==> src/rtl/atomic_counter_bank.sv <==
// Bank of NUM_CH event counters with a multi-word atomic snapshot read port.
// Define ATOMIC_COUNTER_SATURATE_EN to make counters stick at all-ones instead of wrapping.
module atomic_counter_bank #(
    parameter int NUM_CH = 4,
    parameter int CNT_W  = 64,
    parameter int BUS_W  = 32,
    parameter int SEL_W  = (NUM_CH > 1) ? $clog2(NUM_CH) : 1
) (
    input  logic              clk,
    input  logic              reset_n,
    input  logic [NUM_CH-1:0] trig_i,
    input  logic              req_i,
    input  logic              atomic_i,
    input  logic [SEL_W-1:0]  ch_sel_i,
    input  logic              load_i,
    input  logic [CNT_W-1:0]  load_val_i,
    output logic              ack_o,
    output logic [BUS_W-1:0]  count_o,
    output logic              err_o
);

    localparam int WORDS = CNT_W / BUS_W;
    localparam int IDX_W = (WORDS > 1) ? $clog2(WORDS) : 1;

    localparam logic [0:0] ST_IDLE = 1'b0;
    localparam logic [0:0] ST_READ = 1'b1;

    logic [CNT_W-1:0] r_cnt [NUM_CH];
    logic [CNT_W-1:0] w_cnt_inc [NUM_CH];
    logic [CNT_W-1:0] w_sel_cnt;
    logic             w_sel_valid;

    logic [0:0]       r_state;
    logic [IDX_W-1:0] r_idx;
    logic [CNT_W-1:0] r_snap;
    logic [BUS_W-1:0] w_snap_words [WORDS];

    logic             r_ack;
    logic [BUS_W-1:0] r_count;
    logic             r_err;

    // Out-of-range selects match no channel, so they read as zero and load nothing.
    always_comb begin
        w_sel_cnt   = '0;
        w_sel_valid = 1'b0;
        for (int i = 0; i < NUM_CH; i++) begin
            if (ch_sel_i == SEL_W'(i)) begin
                w_sel_cnt   = r_cnt[i];
                w_sel_valid = 1'b1;
            end
        end
    end

    always_comb begin
        for (int i = 0; i < NUM_CH; i++) begin
`ifdef ATOMIC_COUNTER_SATURATE_EN
            w_cnt_inc[i] = (&r_cnt[i]) ? r_cnt[i] : r_cnt[i] + CNT_W'(1);
`else
            w_cnt_inc[i] = r_cnt[i] + CNT_W'(1);
`endif
        end
    end

    always_ff @(posedge clk or negedge reset_n) begin
        if (!reset_n) begin
            for (int i = 0; i < NUM_CH; i++) begin
                r_cnt[i] <= '0;
            end
        end else begin
            for (int i = 0; i < NUM_CH; i++) begin
                if (load_i && w_sel_valid && (ch_sel_i == SEL_W'(i))) begin
                    r_cnt[i] <= load_val_i;
                end else if (trig_i[i]) begin
                    r_cnt[i] <= w_cnt_inc[i];
                end
            end
        end
    end

    genvar g;
    generate
        for (g = 0; g < WORDS; g++) begin : g_words
            assign w_snap_words[g] = r_snap[g*BUS_W +: BUS_W];
        end
    endgenerate

    // Snapshot takes the registered (pre-increment, pre-load) counter value.
    always_ff @(posedge clk or negedge reset_n) begin
        if (!reset_n) begin
            r_state <= ST_IDLE;
            r_idx   <= '0;
            r_snap  <= '0;
            r_ack   <= 1'b0;
            r_count <= '0;
            r_err   <= 1'b0;
        end else begin
            r_ack   <= req_i;
            r_count <= '0;
            r_err   <= 1'b0;
            if (req_i) begin
                if (atomic_i) begin
                    r_snap  <= w_sel_cnt;
                    r_count <= w_sel_cnt[BUS_W-1:0];
                    r_err   <= ~w_sel_valid;
                    r_idx   <= IDX_W'(1);
                    r_state <= ST_READ;
                end else if (r_state == ST_READ) begin
                    r_count <= w_snap_words[r_idx];
                    if (r_idx == IDX_W'(WORDS - 1)) begin
                        r_state <= ST_IDLE;
                    end else begin
                        r_idx <= r_idx + IDX_W'(1);
                    end
                end else begin
                    r_err <= 1'b1;
                end
            end
        end
    end

    assign ack_o   = r_ack;
    assign count_o = r_count;
    assign err_o   = r_err;

endmodule

==> config.mk <==
export PLATFORM = sky130hd
export DESIGN_NAME = atomic_counter_bank
export DESIGN_NICKNAME = d
export VERILOG_FILES = /design/src/rtl/atomic_counter_bank.sv
export SDC_FILE = /design/constraint.sdc
export NUM_CORES = 1
export LEC_CHECK = 0
export BUFFER_PORTS_ARGS = -buffer_cell sky130_fd_sc_hd__buf_2
export CAP_MARGIN = 20
export CORE_MARGIN = 1
export CORE_UTILIZATION = 33
export CTS_BUF_LIST = sky130_fd_sc_hd__clkbuf_16
export DETAILED_ROUTE_END_ITERATION = 16
export RECOVER_POWER = 100
export SETUP_SLACK_MARGIN = 0.15
export SLEW_MARGIN = 20
export SYNTH_ARGS = -nofsm -noshare
export SYNTH_HDL_FRONTEND = slang
export SYNTH_SLANG_ARGS = --single-unit
==> constraint.sdc <==
create_clock -name clk -period 6.9 [get_ports clk]
set_input_delay 0.69 -clock clk [delete_from_list [all_inputs] [get_ports clk]]
set_output_delay 0.69 -clock clk [all_outputs]
set_load 0.03 [all_outputs]
==> flow_results.org <==
** Outcome
- The run finished, with violations left.
- Violations in the final reports :: capacitance limit, slew limit

** Finish
- Layout-stage area growth over the synthesis result :: 12.1%
- In the final layout, the share of cells above drive strength 1 is 0.122.
- The net count of the finished layout is 2,455.
- After filler insertion, the fill cell instance count of the layout stands at 6,328.
- Most used cells in the layout excluding fill and tap cells :: 356 x sky130_fd_sc_hd__dfrtp_1, 323 x sky130_fd_sc_hd__nand2_1, 217 x sky130_fd_sc_hd__o21ai_0
- Leaving out fill and tap cells, the most frequent cell in the layout is sky130_fd_sc_hd__dfrtp_1.

** STA
- Period Utilization, post-route :: 0.645
- The count of final max-slew check failures was 580.
- Setup slack on the critical path of the routed design comes to ~2.4 ns.
- Adding up every negative setup slack in the final design gives 0 ns.
- Transition time at the pin with the least slew margin :: 3.52 ns
- Post-layout min period :: 4.45 ns
- For the final database, setup skew stands at roughly 0.011 ns.
- Based on the critical path, the design can be clocked at up to roughly 0.22 GHz.
- Setup violations remaining at the end of the flow were counted as 0.
- Slew headroom :: -1.35
- Setup repair after global routing left no endpoint under its margin.
- The number of endpoints with negative hold slack in the final report is 0.

** Clocking
- Number of setup buffers added after CTS :: 0
- TritonCTS built the clock tree.
- Max clock buf depth :: 3
- CTS placed an instance of sky130_fd_sc_hd__clkbuf_16 at the clock tree root.
- CTS clock-pin slew for the worst setup and hold paths :: 0.06 ns
- Worst-skew pair later-pin latency :: 0.59 ns
- Count of H-tree levels built during CTS :: 2
- After clock tree synthesis, the repair step resized 0 gates.
- Buffers inserted to repair hold after CTS numbered 0.
- Clock tree synthesis inserted a total of 43 buffers.
- For this design, the sink count on the clock tree is roughly 360.

** Yosys
- Mean Syn Cell Area :: 9.04 µm²
- Number of storage elements in the synthesis netlist :: 356
- Counting flops with an async set or reset pin after synthesis yields a share of 1.00.
- Synthesized netlist net count :: 2,414
- Part of the Yosys area used for sequential elements :: 0.422
- Flip-flop cell with the highest count after synthesis :: sky130_fd_sc_hd__dfrtp_1
- The share of synthesized area in the top cell type comes to 0.422.
- In this run, synthesis inferred 0 flip-flops with an integrated enable.
- Counting distinct cell types in the post-synthesis netlist gives 55.
- Cell types with the largest area share after synthesis :: sky130_fd_sc_hd__dfrtp_1 42%, sky130_fd_sc_hd__nand2_1 5.8%, sky130_fd_sc_hd__o21ai_0 5.1%
- Total standard cell area after synthesis :: 21,100 µm²
- Synth Instances :: 2,335
- Yosys printed 0 warnings.
- Largest area contributor in the synthesized netlist :: sky130_fd_sc_hd__dfrtp_1

** Global routing
- Wire length of the first global-routing pass :: 126,000 µm
- The number of global-route vias before repair is 18,313.
- Entering global routing, the biggest net connects 121 pins.
- The number of antenna violations at the first check in global routing was 7.
- Overflow left after global routing :: 0
- In the global route stage, overall resource usage came out at 0.266.

** Critical path
- Critical Path RT :: roughly 7.3 ns
- Crit path launch type :: input pin
- Worst Path Class, Setup :: in -> reg
- Slowest library cell on the worst path :: sky130_fd_sc_hd__clkbuf_1
- Of all nets on the critical path, the largest fanout is 60.
- The worst setup path is captured at a flip-flop.
- Traced cell by cell, the critical path runs through clkbuf_1, buf_4, mux2_2, a21oi_1, o22ai_1.
- Data on the critical path arrives at its endpoint at 4.88 ns.
- Max incr delay on CP :: approximately 2.2 ns

** Pwr
- Of the total power, the share spent switching nets is 0.365.
- Part of the power in registers :: 0.482
- Cell-internal power :: 4200 µW
- Max rail drop VDD :: 0.169 mV
- Net switching component of the power :: about 2400 µW
- In this run the static leakage power is 0.00893 µW.
- The share of total power dissipated in the clock network is 0.326.
- Comb pwr share :: 0.192
- For this design the ratio of total power to cell area is 279 nW/µm².

** Die
- The die is 255 µm tall.
- Area of the die :: 65,000 µm²
- The total area inside the core boundary comes to 63,200 µm².
- Number of placement rows :: around 90
- In this run the horizontal extent of the chip is 255 µm.
- In this run the count of I/O pins placed on the die edge is 109.
- Starting utilization of the core area :: 0.334

** Hold path
- The path class of the tightest hold or removal check is in -> async.

** Place
- At the end of routability-driven placement, the weighted congestion stood at 1.04.
- Quantity of I/O buffers inserted on ports :: 108
- Before CTS, the worst setup slack after placement is 3.68 ns.
- After legalization and detailed placement, the total HPWL measured between 60,000 and 70,000 µm.

** Routing
- First-iteration detailed-routing DRC count :: 2,599
- Via density :: between 6 and 7
- Across all layers, the routed design uses between 15,000 and 20,000 vias.
- The detail route stage leaves a number of antenna-violating nets equal to 0.
- Routed length per instance :: 26.6 µm
- The first detailed-routing pass ran for 6 iterations.
- For this run, design rule violations remaining after detail routing come to 0.
- DRT Wirelength :: 86,700 µm

** Job
- Across the run, the number of max-cap violations was 10.
critical path: cells and delay by family:
family                 cells  cell delay, ns
buffers and inverters      2            3.19
AO/OA/AOI/OAI              2            0.48
multiplexers               1            0.42
cells in the mapped netlist, drive strengths merged (45+ instances only):
cell type	count
xnor2	80
nor3	45
nand3	104
mux2	74
nand2	324
a21oi	50
nand4	160
clkbuf	121
mux2i	75
nor2	159
xor2	84
a31oi	67
dfrtp	356
o21ai	217
nor4	63
metal layers:
metal / part of all wire / up-vias / track usage
met5: 0.00062 / - / 0
met4: 0.049 / 8 / 0.119
met3: 0.12 / 213 / 0.0643
met2: 0.41 / 1248 / 0.379
met1: 0.41 / 9634 / 0.377
li1: - / 8704 / -
final timing paths:
check | startpoint | to | slack (ns) | cells past startpoint
max in group asynchronous | reset_n | r_cnt[133] | 2.86 | 2
worst min-delay path | reset_n | r_cnt[51] | 0.09 | 1
worst min register to register | r_snap[7] | r_snap[7] | 0.48 | 2
min in group clk | atomic_i | err_o | 0.33 | 2
worst max register to register | r_cnt[200] | r_cnt[239] | 3.66 | 6
worst max-delay path | ch_sel_i[0] | count_o[10] | 2.45 | 5
power by group through the flow:
stage          clock [µW]  sequential (µW)  combinational (µW)
2_1_floorplan           0             2870                 879
3_3_place_gp            0             3170                1230
3_5_place_dp            0             3170                1260
4_1_cts              2190             3130                1270
5_1_grt              2270             3210                1400
6_report             2160             3190                1270
stage by stage:
step | instance area, µm² | power, µW | hold WS, ns | util | instances
finish | 23700 | 6620 | 0.0912 | 0.375 | 3256
CTS | 23800 | 6590 | 0.163 | 0.376 | 3254
global route | 23700 | 6880 | 0.186 | 0.375 | 3254
floorplan | 21100 | 3750 | 0.394 | - | 2335
detailed placement | 22500 | 4430 | 0.469 | 0.356 | 3177
global placement | 22500 | 4410 | 0.461 | 0.355 | 3177
cell type report:
type                            instances  area, µm²  share of cell area
Clock buffer                           44       1100              0.0465
Sequential cell                       356       8910               0.376
Antenna cell                            2       5.00            0.000211
Timing Repair Buffer                  139        717              0.0303
Tap cell                              846       1060              0.0447
Multi-Input combinational cell       1806      11600               0.489
Inverter                               30        113             0.00476
Clock inverter                         33        186             0.00787
state kept, by name, indices dropped and copies added (netlist names):
name	cells
r_state	1
ack_o	1
r_cnt	256
err_o	1
count_o	32
r_idx	1
r_snap	64
cell families (layout without fill, tap and decap cells):
logic type | Yosys count | after routing | share of synthesized area
simple gates | 1042 | 1042 | 0.255
compound gates | 413 | 413 | 0.110
flops | 356 | 356 | 0.422
mux | 183 | 183 | 0.111
buf+inv | 173 | 246 | 0.0314
xor+xnor | 164 | 164 | 0.0680
fa+ha+maj | 4 | 4 | 0.00237
other cells | 0 | 2 | 0
Power figures use the tool's default switching activity.
